[src/rtl/lsu_ctrl_if.sv]
`default_nettype none
// ============================================================================
// Module      : lsu_ctrl_if
// Description : Bundle of the pipeline request/response handshake and the
//               data-memory port around the load/store unit.
//               master = environment (pipeline + memory), slave = lsu_ctrl.
// Revision    : 1.0  initial release
// ============================================================================
interface lsu_ctrl_if #(
    parameter int ADDR_W = 32,
    parameter int DATA_W = 32
);
    // Request side
    logic              req_valid;
    logic              req_ready;
    logic              req_wr;
    logic [1:0]        req_op;
    logic              req_ext;
    logic [ADDR_W-1:0] req_addr;
    logic [DATA_W-1:0] req_wdata;

    // Response side
    logic              resp_valid;
    logic [DATA_W-1:0] resp_rdata;
    logic              resp_err;

    // Memory port
    logic              mem_wr;
    logic [1:0]        mem_op;
    logic              mem_ext;
    logic [ADDR_W-1:0] mem_addr;
    logic [DATA_W-1:0] mem_wdata;
    logic [DATA_W-1:0] mem_rdata;

    modport master (
        output req_valid, req_wr, req_op, req_ext, req_addr, req_wdata, mem_rdata,
        input  req_ready, resp_valid, resp_rdata, resp_err,
        input  mem_wr, mem_op, mem_ext, mem_addr, mem_wdata
    );

    modport slave (
        input  req_valid, req_wr, req_op, req_ext, req_addr, req_wdata, mem_rdata,
        output req_ready, resp_valid, resp_rdata, resp_err,
        output mem_wr, mem_op, mem_ext, mem_addr, mem_wdata
    );
endinterface
`default_nettype wire

[src/rtl/lsu_ctrl.sv]
`default_nettype none
// ============================================================================
// Module      : lsu_ctrl
// Description : Load/store initiator between the pipeline memory stage and a
//               byte-addressed data memory. One request in flight, sequenced
//               IDLE -> ACCESS -> RESP -> IDLE, one-cycle response pulse.
//               Build option LSU_MISALIGN_SPLIT_EN: when defined, misaligned
//               half/word accesses are split into sequential byte accesses;
//               when undefined they are rejected with resp_err.
// Revision    : 1.0  initial release
// ============================================================================
module lsu_ctrl #(
    parameter int ADDR_W = 32,
    parameter int DATA_W = 32
) (
    input  logic      clk,
    input  logic      rst,
    lsu_ctrl_if.slave lsu
);

    // FSM encoding
    localparam logic [1:0] c_st_idle   = 2'b00;
    localparam logic [1:0] c_st_access = 2'b01;
    localparam logic [1:0] c_st_resp   = 2'b10;

    // Memory size op encoding
    localparam logic [1:0] c_mem_byte = 2'b00;
    localparam logic [1:0] c_mem_half = 2'b01;
    localparam logic [1:0] c_mem_word = 2'b10;
    localparam logic [1:0] c_mem_bad  = 2'b11;

    logic [1:0]        r_state;

    // Registered memory port; these hold their last value outside ACCESS
    logic              r_mem_wr;
    logic [1:0]        r_mem_op;
    logic              r_mem_ext;
    logic [ADDR_W-1:0] r_mem_addr;
    logic [DATA_W-1:0] r_mem_wdata;

    // Response registers
    logic [DATA_W-1:0] r_resp_rdata;
    logic              r_resp_err;

    logic              w_misaligned;
    logic              w_illegal;

`ifdef LSU_MISALIGN_SPLIT_EN
    // Split-access bookkeeping
    logic              r_split;
    logic [1:0]        r_cnt;
    logic [1:0]        r_last;
    logic              r_split_ext;
    logic [DATA_W-1:0] r_wdata;
    logic [DATA_W-1:0] r_acc;

    logic [1:0]        w_cnt_nxt;
    logic [7:0]        w_next_byte;
    logic [DATA_W-1:0] w_acc_next;
    logic [DATA_W-1:0] w_split_result;
`endif

    // Classify the incoming request by size and low address bits
    always_comb begin
        w_illegal = (lsu.req_op == c_mem_bad);
        case (lsu.req_op)
            c_mem_half: w_misaligned = lsu.req_addr[0];
            c_mem_word: w_misaligned = |lsu.req_addr[1:0];
            default:    w_misaligned = 1'b0;
        endcase
    end

`ifdef LSU_MISALIGN_SPLIT_EN
    // Merge this cycle's byte into the partial load and select the next store byte
    always_comb begin
        w_cnt_nxt  = r_cnt + 2'd1;
        w_acc_next = r_acc;
        case (r_cnt)
            2'd0:    w_acc_next[7:0]   = lsu.mem_rdata[7:0];
            2'd1:    w_acc_next[15:8]  = lsu.mem_rdata[7:0];
            2'd2:    w_acc_next[23:16] = lsu.mem_rdata[7:0];
            default: w_acc_next[31:24] = lsu.mem_rdata[7:0];
        endcase
        case (w_cnt_nxt)
            2'd1:    w_next_byte = r_wdata[15:8];
            2'd2:    w_next_byte = r_wdata[23:16];
            2'd3:    w_next_byte = r_wdata[31:24];
            default: w_next_byte = r_wdata[7:0];
        endcase
        // Two-byte splits are halfwords and get extended from bit 15
        if (r_last == 2'd1) begin
            w_split_result = r_split_ext ? {{16{w_acc_next[15]}}, w_acc_next[15:0]}
                                         : {16'h0000, w_acc_next[15:0]};
        end else begin
            w_split_result = w_acc_next;
        end
    end
`endif

    // Request sequencing, memory port drive and response capture
    always_ff @(posedge clk or posedge rst) begin
        if (rst) begin
            r_state      <= c_st_idle;
            r_mem_wr     <= 1'b0;
            r_mem_op     <= 2'b00;
            r_mem_ext    <= 1'b0;
            r_mem_addr   <= '0;
            r_mem_wdata  <= '0;
            r_resp_rdata <= '0;
            r_resp_err   <= 1'b0;
`ifdef LSU_MISALIGN_SPLIT_EN
            r_split      <= 1'b0;
            r_cnt        <= 2'd0;
            r_last       <= 2'd0;
            r_split_ext  <= 1'b0;
            r_wdata      <= '0;
            r_acc        <= '0;
`endif
        end else begin
            case (r_state)
                c_st_idle: begin
                    if (lsu.req_valid) begin
                        if (w_illegal) begin
                            // Unused size encoding: answer with an error, no memory access
                            r_state      <= c_st_resp;
                            r_resp_err   <= 1'b1;
                            r_resp_rdata <= '0;
                        end else if (w_misaligned) begin
`ifdef LSU_MISALIGN_SPLIT_EN
                            r_state     <= c_st_access;
                            r_split     <= 1'b1;
                            r_cnt       <= 2'd0;
                            r_last      <= (lsu.req_op == c_mem_half) ? 2'd1 : 2'd3;
                            r_split_ext <= lsu.req_ext;
                            r_wdata     <= lsu.req_wdata;
                            r_acc       <= '0;
                            r_mem_wr    <= lsu.req_wr;
                            r_mem_op    <= c_mem_byte;
                            r_mem_ext   <= 1'b0;
                            r_mem_addr  <= lsu.req_addr;
                            r_mem_wdata <= {{(DATA_W-8){1'b0}}, lsu.req_wdata[7:0]};
`else
                            r_state      <= c_st_resp;
                            r_resp_err   <= 1'b1;
                            r_resp_rdata <= '0;
`endif
                        end else begin
                            r_state     <= c_st_access;
`ifdef LSU_MISALIGN_SPLIT_EN
                            r_split     <= 1'b0;
`endif
                            r_mem_wr    <= lsu.req_wr;
                            r_mem_op    <= lsu.req_op;
                            r_mem_ext   <= lsu.req_ext;
                            r_mem_addr  <= lsu.req_addr;
                            r_mem_wdata <= lsu.req_wdata;
                        end
                    end
                end

                c_st_access: begin
`ifdef LSU_MISALIGN_SPLIT_EN
                    if (r_split) begin
                        r_acc <= w_acc_next;
                        if (r_cnt == r_last) begin
                            r_state      <= c_st_resp;
                            r_mem_wr     <= 1'b0;
                            r_resp_err   <= 1'b0;
                            r_resp_rdata <= r_mem_wr ? '0 : w_split_result;
                        end else begin
                            r_cnt       <= w_cnt_nxt;
                            r_mem_addr  <= r_mem_addr + ADDR_W'(1);
                            r_mem_wdata <= {{(DATA_W-8){1'b0}}, w_next_byte};
                        end
                    end else
`endif
                    begin
                        // Single aligned access: memory already extends the load
                        r_state      <= c_st_resp;
                        r_mem_wr     <= 1'b0;
                        r_resp_err   <= 1'b0;
                        r_resp_rdata <= r_mem_wr ? '0 : lsu.mem_rdata;
                    end
                end

                c_st_resp: begin
                    r_state <= c_st_idle;
                end

                default: begin
                    r_state  <= c_st_idle;
                    r_mem_wr <= 1'b0;
                end
            endcase
        end
    end

    assign lsu.req_ready  = (r_state == c_st_idle);
    assign lsu.resp_valid = (r_state == c_st_resp);
    assign lsu.resp_rdata = r_resp_rdata;
    assign lsu.resp_err   = r_resp_err;
    assign lsu.mem_wr     = r_mem_wr;
    assign lsu.mem_op     = r_mem_op;
    assign lsu.mem_ext    = r_mem_ext;
    assign lsu.mem_addr   = r_mem_addr;
    assign lsu.mem_wdata  = r_mem_wdata;

endmodule
`default_nettype wire

[src/flat_wrapper.sv]
// flat-port wrapper written by rule: the top's interface ports become plain ports
module lsu_ctrl_flat 
#(
    parameter int ADDR_W = 32,
    parameter int DATA_W = 32
)
  (clk, rst, lsu_req_valid, lsu_req_wr, lsu_req_op, lsu_req_ext, lsu_req_addr, lsu_req_wdata, lsu_mem_rdata, lsu_req_ready, lsu_resp_valid, lsu_resp_rdata, lsu_resp_err, lsu_mem_wr, lsu_mem_op, lsu_mem_ext, lsu_mem_addr, lsu_mem_wdata);
  lsu_ctrl_if #(.ADDR_W(ADDR_W), .DATA_W(DATA_W)) lsu_i ();
  input  logic clk;
  input  logic rst;
  input wire logic [$bits(lsu_i.req_valid)-1:0] lsu_req_valid;
  input wire logic [$bits(lsu_i.req_wr)-1:0] lsu_req_wr;
  input wire logic [$bits(lsu_i.req_op)-1:0] lsu_req_op;
  input wire logic [$bits(lsu_i.req_ext)-1:0] lsu_req_ext;
  input wire logic [$bits(lsu_i.req_addr)-1:0] lsu_req_addr;
  input wire logic [$bits(lsu_i.req_wdata)-1:0] lsu_req_wdata;
  input wire logic [$bits(lsu_i.mem_rdata)-1:0] lsu_mem_rdata;
  output wire logic [$bits(lsu_i.req_ready)-1:0] lsu_req_ready;
  output wire logic [$bits(lsu_i.resp_valid)-1:0] lsu_resp_valid;
  output wire logic [$bits(lsu_i.resp_rdata)-1:0] lsu_resp_rdata;
  output wire logic [$bits(lsu_i.resp_err)-1:0] lsu_resp_err;
  output wire logic [$bits(lsu_i.mem_wr)-1:0] lsu_mem_wr;
  output wire logic [$bits(lsu_i.mem_op)-1:0] lsu_mem_op;
  output wire logic [$bits(lsu_i.mem_ext)-1:0] lsu_mem_ext;
  output wire logic [$bits(lsu_i.mem_addr)-1:0] lsu_mem_addr;
  output wire logic [$bits(lsu_i.mem_wdata)-1:0] lsu_mem_wdata;
  assign lsu_i.req_valid = lsu_req_valid;
  assign lsu_i.req_wr = lsu_req_wr;
  assign lsu_i.req_op = lsu_req_op;
  assign lsu_i.req_ext = lsu_req_ext;
  assign lsu_i.req_addr = lsu_req_addr;
  assign lsu_i.req_wdata = lsu_req_wdata;
  assign lsu_i.mem_rdata = lsu_mem_rdata;
  assign lsu_req_ready = lsu_i.req_ready;
  assign lsu_resp_valid = lsu_i.resp_valid;
  assign lsu_resp_rdata = lsu_i.resp_rdata;
  assign lsu_resp_err = lsu_i.resp_err;
  assign lsu_mem_wr = lsu_i.mem_wr;
  assign lsu_mem_op = lsu_i.mem_op;
  assign lsu_mem_ext = lsu_i.mem_ext;
  assign lsu_mem_addr = lsu_i.mem_addr;
  assign lsu_mem_wdata = lsu_i.mem_wdata;
  lsu_ctrl #(.ADDR_W(ADDR_W), .DATA_W(DATA_W)) u_core (.clk(clk), .rst(rst), .lsu(lsu_i));
endmodule
[config.mk]
export PLATFORM = sky130hd
export DESIGN_NAME = lsu_ctrl_flat
export DESIGN_NICKNAME = d
export VERILOG_FILES = /design/src/rtl/lsu_ctrl_if.sv /design/src/rtl/lsu_ctrl.sv /design/src/flat_wrapper.sv
export SDC_FILE = /design/constraint.sdc
export NUM_CORES = 1
export LEC_CHECK = 0
export CAP_MARGIN = 15
export CORE_MARGIN = 5
export CORE_UTILIZATION = 40
export CTS_CLUSTER_SIZE = 24
export DETAILED_ROUTE_END_ITERATION = 7
export GPL_TIMING_DRIVEN = 0
export PLACE_DENSITY = 0.8
export SYNTH_ARGS = -nofsm -noshare
export SYNTH_HDL_FRONTEND = slang
export SYNTH_SLANG_ARGS = --single-unit
[constraint.sdc]
create_clock -name clk -period 3.6 [get_ports clk]
set_input_delay 0.54 -clock clk [delete_from_list [all_inputs] [get_ports clk]]
set_output_delay 0.54 -clock clk [all_outputs]
set_load 0.1 [all_outputs]
==> metrics.md, run 1 <==
| Metric | Value |
|---|---|
| WL per Instance | `16.6 µm` |
| Reg2reg path depth | `7` |
| Result of the run | `finished clean` |
| Count of H-tree levels built during CTS | `3` |
| Transition time at the pin with the least slew margin | `just over 1 ns` |
| Remaining global-route overflow | `0` |
| Top achievable clock speed | `381 MHz` |
| Number of antenna violations at the first check in global routing | `0` |
| Clock Skews | `about 0.0076 ns` |
| Critical hold path startpoint | `u_core.lsu.resp_err` |
| Clock sink count | `103` |
| Layout filler cell count | `~830` |
| Leading cell types in the layout, fill and taps excluded | `sky130_fd_sc_hd__clkdlybuf4s50_1 (205), sky130_fd_sc_hd__dfrtp_1 (103), sky130_fd_sc_hd__mux2_2 (48)` |
| TritonCTS clock tree | `done` |
| End of the worst register-to-register path | `u_core.lsu.mem_wdata[30]` |
| Sequential cell area fraction in the yosys report | `61.7%` |
| Crit-path max cell delay | `about 0.53 ns` |
| Number of nets in the layout | `roughly 630` |
| Average instance area after synthesis | `around 13 µm²` |
| End-of-flow core utilization | `about two thirds` |
| First-pass iteration count of the detailed router | `4` |
| Ratio of cells with drive above 1 in the final layout | `roughly 17%` |
| Most common cell after layout, fill and taps aside | `sky130_fd_sc_hd__clkdlybuf4s50_1` |
| Data arrival time of the worst path | `about 2.9 ns` |
| Max layer used | `met4` |
| Distinct cell type count after synthesis | `21` |
| Slew Viols, Final | `0` |
| Worst R2R Setup Slack | `roughly 1.7 ns` |
| Count of input and output buffers | `205` |
| Critical path type | `input pin to register` |
| Final number of hold-violating endpoints | `0` |
| Die height | `between 100 and 150 µm` |
| Area overhead of the layout relative to synthesis | `59.2%` |
| Die area | `0.0126 mm²` |
| RD Place Congestion | `0.796` |
| Site Rows | `37` |
| Worst min path class | `register to register` |
| Number of nets with antenna violations after routing | `0` |
| Reg clk slew, reported paths | `0.09 ns` |
| Ant. Diodes | `0` |
| Clk root buf | `sky130_fd_sc_hd__clkbuf_8` |
| First-pass GRT wire length | `~18 mm` |
| Cell breakdown of the critical path | `clkdlybuf4s50_1 -> inv_1 -> ha_1 -> o311ai_1 -> or2_1 -> buf_2 -> buf_6 -> buf_6 -> mux2_4` |
| Largest net degree at the start of global routing | `53` |
| Final cycle utilization of the critical path | `between 70% and 80%` |
| Initial Util | `40.7%` |
| TritonCTS buffer count | `9` |
| Half-perimeter wire length after placement | `just under 9 mm` |
| Final critical path time including I/O delays and setup | `around 2.6 ns` |
| Horiz. Die Dim | `112 µm` |
| Unrepaired setup endpoints after global routing | `false` |
| Capturing element type of the critical path | `register` |
| Worst Hold Endpoint | `u_core.lsu.resp_err` |
| Hold depth | `1` |
| Number of warning messages in the yosys log | `0` |
| Via count of the first global-routing pass | `approximately 3600` |
| Met2 routed wirelength | `5.31 mm` |
| Req. time, crit path | `between 3 and 4 ns` |
| Final setup viols | `0` |
| Via count of the routed design | `between 3000 and 4000` |
| Detailed-route DRC error count | `0` |
| All-layer global routing usage | `between 15 and 20%` |
| Startpoint type of the worst setup path | `input pin` |
| Slowest stage cell, crit path | `sky130_fd_sc_hd__clkdlybuf4s50_1` |
| Clock latency reported for the late side of the worst-skew pair | `between 0.3 and 0.4 ns` |
| CTS Hold Bufs | `0` |
| I/O Pins | `approximately 210` |
| Core region area | `roughly 0.010 mm²` |
| Worst slew margin relative to its limit | `31.3%` |
| M1 wire length | `4.36 mm` |
| Critical Path Fanout Max | `10` |
| Total wire length after detailed routing | `11.1 mm` |
| Buffer levels on the longest clock path | `2` |
| Synthesized area | `0.00418 mm²` |
| Setup Fix Bufs, Post-CTS | `0` |
| Nets in the synthesized netlist | `roughly 420` |
| Initial detailed-routing violation count | `117` |
| Post-cts sizing count | `0` |
| WL met3 | `approximately 1.0 mm` |
| Ratio of routed vias to standard cells | `4.82` |
| Worst R2R Start | `u_core.r_state[1]` |
| Max-capacitance violation count | `0` |
| Most numerous cell on the critical path | `sky130_fd_sc_hd__buf_6` |
| Synthesis-stage register bit count | `~100` |
| Post-Synthesis Cells | `roughly 310` |
==> worst max-delay path by stage <==
| stage | from | to | slack, ns | cells past startpoint |
|---|---|---|---|---|
| 2_1_floorplan | rst | u_core.lsu.mem_addr[0] | 0.36 | 1 |
| 3_3_place_gp | rst | u_core.lsu.mem_wdata[20] | -1.11 | 2 |
| 3_5_place_dp | lsu_req_op[0] | u_core.lsu.mem_addr[31] | 0.56 | 8 |
| 4_1_cts | lsu_req_op[0] | u_core.lsu.mem_addr[31] | 0.93 | 8 |
| 5_1_grt | lsu_req_op[0] | u_core.lsu.mem_addr[31] | 0.81 | 8 |
| 6_report | lsu_req_op[0] | u_core.lsu.mem_wdata[30] | 0.97 | 9 |
==> through the flow <==
step / instances / worst slack (ns) / area (µm²) / TNS [ns] / hold slack, ns
after CTS: 669 / 0.931 / 6660 / 0 / 0.505
final: 669 / 0.972 / 6660 / 0 / 0.500
after global routing: 669 / 0.806 / 6660 / 0 / 0.523
after global placement: 652 / -1.11 / 6400 / -113.86 / 0.475
after detailed placement: 653 / 0.558 / 6430 / 0 / 0.484
after floorplan: 311 / 0.356 / 4180 / 0 / 0.461
==> cell families after synthesis <==
| logic type | share of synthesized area [%] |
|---|---|
| AOI/OAI and AO/OA | 7.51 |
| and+or+nand+nor | 3.95 |
| DFF | 61.7 |
| buffers and inverters | 5.99 |
| adders and majority gates | 0.898 |
| muxes | 20.0 |
==> cells in the mapped netlist (all sizes together) <==
master | n | share of area [%]
dfrtp | 103 | 62
or2 | 1 | 0.15
clkbuf | 10 | 0.90
mux2 | 67 | 20
nand2b | 1 | 0.15
nor3 | 1 | 0.12
o21ai | 1 | 0.12
o32ai | 32 | 6.7
nor2 | 3 | 0.27
a21oi | 1 | 0.12
buf | 12 | 1.8
o21a | 2 | 0.36
o311ai | 1 | 0.21
ha | 3 | 0.90
inv | 37 | 3.3
mux2i | 1 | 0.24
nor2b | 2 | 0.30
nand2 | 33 | 3.0
==> sequential cells by signal (all words and copies together) (netlist names) <==
register / cells
u_core.lsu.mem_addr: 32
u_core.lsu.mem_ext: 1
u_core.lsu.mem_op: 2
u_core.lsu.mem_wdata: 32
u_core.lsu.mem_wr: 1
u_core.lsu.resp_err: 1
u_core.lsu.resp_rdata: 32
u_core.r_state: 2
==> cell type report <==
type                    instances  area (µm²)  area share [%]
multi-input cells             149        1350            20.3
clock buffers                  13         159            2.39
repair buffers                206        2080            31.2
well taps                     136         170            2.56
plain buffers                  22         111            1.67
flip-flops and latches        103        2580            38.7
clock inverters                 3        65.1           0.977
inverters                      37         141            2.12
==> critical path, delay by kind of cell <==
| family | cells | cell delay (ns) |
|---|---|---|
| simple gates | 1 | 0.15 |
| fa+ha+maj | 1 | 0.31 |
| buf+inv | 5 | 1.13 |
| mux | 1 | 0.32 |
| compound gates | 1 | 0.41 |
==> metal layers <==
layer	global-route usage (%)	vias up
met4	8.41	0
met5	0	-
met3	6.63	34
met1	20.8	1561
met2	29.2	136
li1	-	1492
Power of run 1 is left out: the tool's default activity adds up to more than one toggle a clock period on the data nets, which glitch-free logic cannot reach.
==> run 2: changes to the inputs <==
CORE_UTILIZATION = 36   (was 40)
PLACE_DENSITY = 0.76   (was 0.8)
clock period = 2.34 ns   (was 3.6 ns; I/O delays follow)
==> run 2 against run 1 <==
  * Global-route usage down 1.6 points
  * Non-clock buffer count up 2
  * Register-to-register slack worse by 1.2 ns
  * Sequential share of layout area down 0.68 points
  * Via count up 0.43%
  * First-iteration DRC count up 79%
  * Cell area up 1.8%
  * Hold slack worse by 0.10 ns
  * Critical path depth unchanged
  * Critical path type unchanged
==> metrics.md, run 2 (same netlist as run 1, synthesis figures left out) <==
| Metric | Value |
|---|---|
| Result of the run | `finished clean` |
| Final number of hold-violating endpoints | `0 (unchanged)` |
| CTS Hold Bufs | `0 (unchanged)` |
| Critical Path Fanout Max | `10 (unchanged)` |
| M1 wire length | `4.39 mm (+0.60%)` |
| Area overhead of the layout relative to synthesis | `62.1%` |
| Via count of the first global-routing pass | `3517 (-2.8%)` |
| Half-perimeter wire length after placement | `8.61 mm (-1.1%)` |
| Clock latency reported for the late side of the worst-skew pair | `0.33 ns (-0.02 ns)` |
| I/O Pins | `206 (unchanged)` |
| Via count of the routed design | `3237 (+0.43%)` |
| Final setup viols | `0 (unchanged)` |
| Most common cell after layout, fill and taps aside | `sky130_fd_sc_hd__clkdlybuf4s50_1` |
| Unrepaired setup endpoints after global routing | `true` |
| Die height | `118 µm (+4.9%)` |
| Worst min path class | `input pin to asynchronous set/reset pin` |
| Number of nets in the layout | `636 (+0.32%)` |
| Initial Util | `36.6% (-4.1 points)` |
| Final Worst Setup Slack | `0.0916 ns (-0.881 ns)` |
| Met2 routed wirelength | `5.63 mm (+6.0%)` |
| Capturing element type of the critical path | `register` |
| First-pass GRT wire length | `18.5 mm (+1.9%)` |
| Clk root buf | `sky130_fd_sc_hd__clkbuf_16` |
| Count of input and output buffers | `205 (unchanged)` |
| Reg clk slew, reported paths | `0.06 ns (-0.03 ns)` |
| Leading cell types in the layout, fill and taps excluded | `sky130_fd_sc_hd__clkdlybuf4s50_1 (202), sky130_fd_sc_hd__dfrtp_1 (103), sky130_fd_sc_hd__mux2_2 (48)` |
| Core region area | `0.0114 mm² (+11%)` |
| Number of placed cells counting well taps | `661 (+1.2%)` |
| Total Negative Setup Slacks | `0 ns (unchanged)` |
| All-layer global routing usage | `16.3% (-1.6 points)` |
| Ant. Diodes | `0 (unchanged)` |
| Number of antenna violations at the first check in global routing | `0 (unchanged)` |
| First-pass iteration count of the detailed router | `4 (unchanged)` |
| Max-capacitance violation count | `0 (unchanged)` |
| Top achievable clock speed | `approximately 440 MHz` |
| Detailed-route DRC error count | `0 (unchanged)` |
| Ratio of routed vias to standard cells | `4.77 (-0.90%)` |
| Number of nets with antenna violations after routing | `0 (unchanged)` |
| TritonCTS buffer count | `9 (unchanged)` |
| Remaining global-route overflow | `0 (unchanged)` |
| Final cycle utilization of the critical path | `between 90% and 100%` |
| Total wire length after detailed routing | `11.3 mm (+1.6%)` |
| Initial detailed-routing violation count | `209 (+79%)` |
| Horiz. Die Dim | `118 µm (+4.9%)` |
| Max layer used | `met4` |
| Site Rows | `39 (+5.4%)` |
| Startpoint type of the worst setup path | `input pin` |
| WL met3 | `1.02 mm (+0.59%)` |
| Die area | `0.0139 mm² (+10%)` |
| Clock Skews | `0.00585 ns (-0.00175 ns)` |
| Data arrival time of the worst path | `2.46 ns (-0.41 ns)` |
| Final critical path time including I/O delays and setup | `~2.2 ns` |
| Buffer levels on the longest clock path | `2 (unchanged)` |
| Req. time, crit path | `2.55 ns (-1.29 ns)` |
| Transition time at the pin with the least slew margin | `1.01 ns (-0.0161 ns)` |
| TritonCTS clock tree | `done` |
| Clock sink count | `103 (unchanged)` |
| Ratio of cells with drive above 1 in the final layout | `17.8% (+0.68 points)` |
| Count of H-tree levels built during CTS | `3 (unchanged)` |
| Number of standard cells in the final layout excluding fillers | `678 (+1.3%)` |
| Critical path type | `input pin to register` |
| Slew Viols, Final | `0 (unchanged)` |
| Largest net degree at the start of global routing | `43 (-19%)` |
| RD Place Congestion | `0.750 (-5.8%)` |
| WL per Instance | `16.6 µm (+0.23%)` |
| Worst slew margin relative to its limit | `32.3% (+1.1 points)` |
| Pre-CTS setup slack | `-0.512 ns (-1.07 ns)` |
==> run 2: final cells by class <==
cell class	instances	area (µm²)
repair buffers	208	2100
flip-flops and latches	103	2580
well taps	143	179
plain buffers	22	121
fillers	936	4640
inverters	37	143
clock inverters	4	45.0
multi-input cells	149	1360
clock buffers	12	246
==> run 2: final timing paths <==
| check | startpoint | end | slack (ns) | cells past startpoint |
|---|---|---|---|---|
| max reg2reg | u_core.r_state[1] | u_core.lsu.mem_addr[1] | 0.46 | 7 |
| min reg2reg | u_core.lsu.resp_err | u_core.lsu.resp_err | 0.49 | 1 |
| max | lsu_req_op[1] | u_core.lsu.mem_addr[1] | 0.09 | 9 |
| min in group clk | lsu_req_op[0] | u_core.lsu.mem_op[0] | 0.40 | 2 |
| min | rst | u_core.lsu.mem_wdata[25] | 0.40 | 2 |
| max in group asynchronous | rst | u_core.lsu.resp_rdata[2] | 1.36 | 3 |
==> run 2: worst max-delay path, stage by stage <==
cell and delay [ns]:
sky130_fd_sc_hd__clkdlybuf4s50_1 0.53, sky130_fd_sc_hd__ha_1 0.21, sky130_fd_sc_hd__nor2_1 0.08, sky130_fd_sc_hd__o311ai_2 0.31, sky130_fd_sc_hd__or2_1 0.13, sky130_fd_sc_hd__buf_2 0.18, sky130_fd_sc_hd__buf_6 0.18, sky130_fd_sc_hd__buf_8 0.17
sky130_fd_sc_hd__mux2_4 0.31
==> run 2: per-stage QoR <==
| stage | hold WS [ns] | util [%] | area (µm²) |
|---|---|---|---|
| global route | 0.417 | 59.3 | 6780 |
| finish | 0.396 | 59.3 | 6780 |
| CTS | 0.398 | 59.2 | 6760 |
| global placement | 0.475 | 56.2 | 6410 |
| floorplan | 0.461 | - | 4180 |
| detailed placement | 0.483 | 56.5 | 6450 |
==> run 2: layer usage <==
layer / global-route usage, % / up-vias
met5: 0 / -
met3: 6.25 / 21
met4: 6.45 / 0
li1: - / 1499
met1: 19.1 / 1572
met2: 26.8 / 145
==> run 2: timing repair <==
| action | in CTS | in global routing |
|---|---|---|
| pin swaps | 1 | 0 |
| setup endpoints to repair | 61 | 69 |
| resized for setup | 4 | 4 |
| setup buffers | 1 | 0 |
Power of run 2 is left out for the same reason.
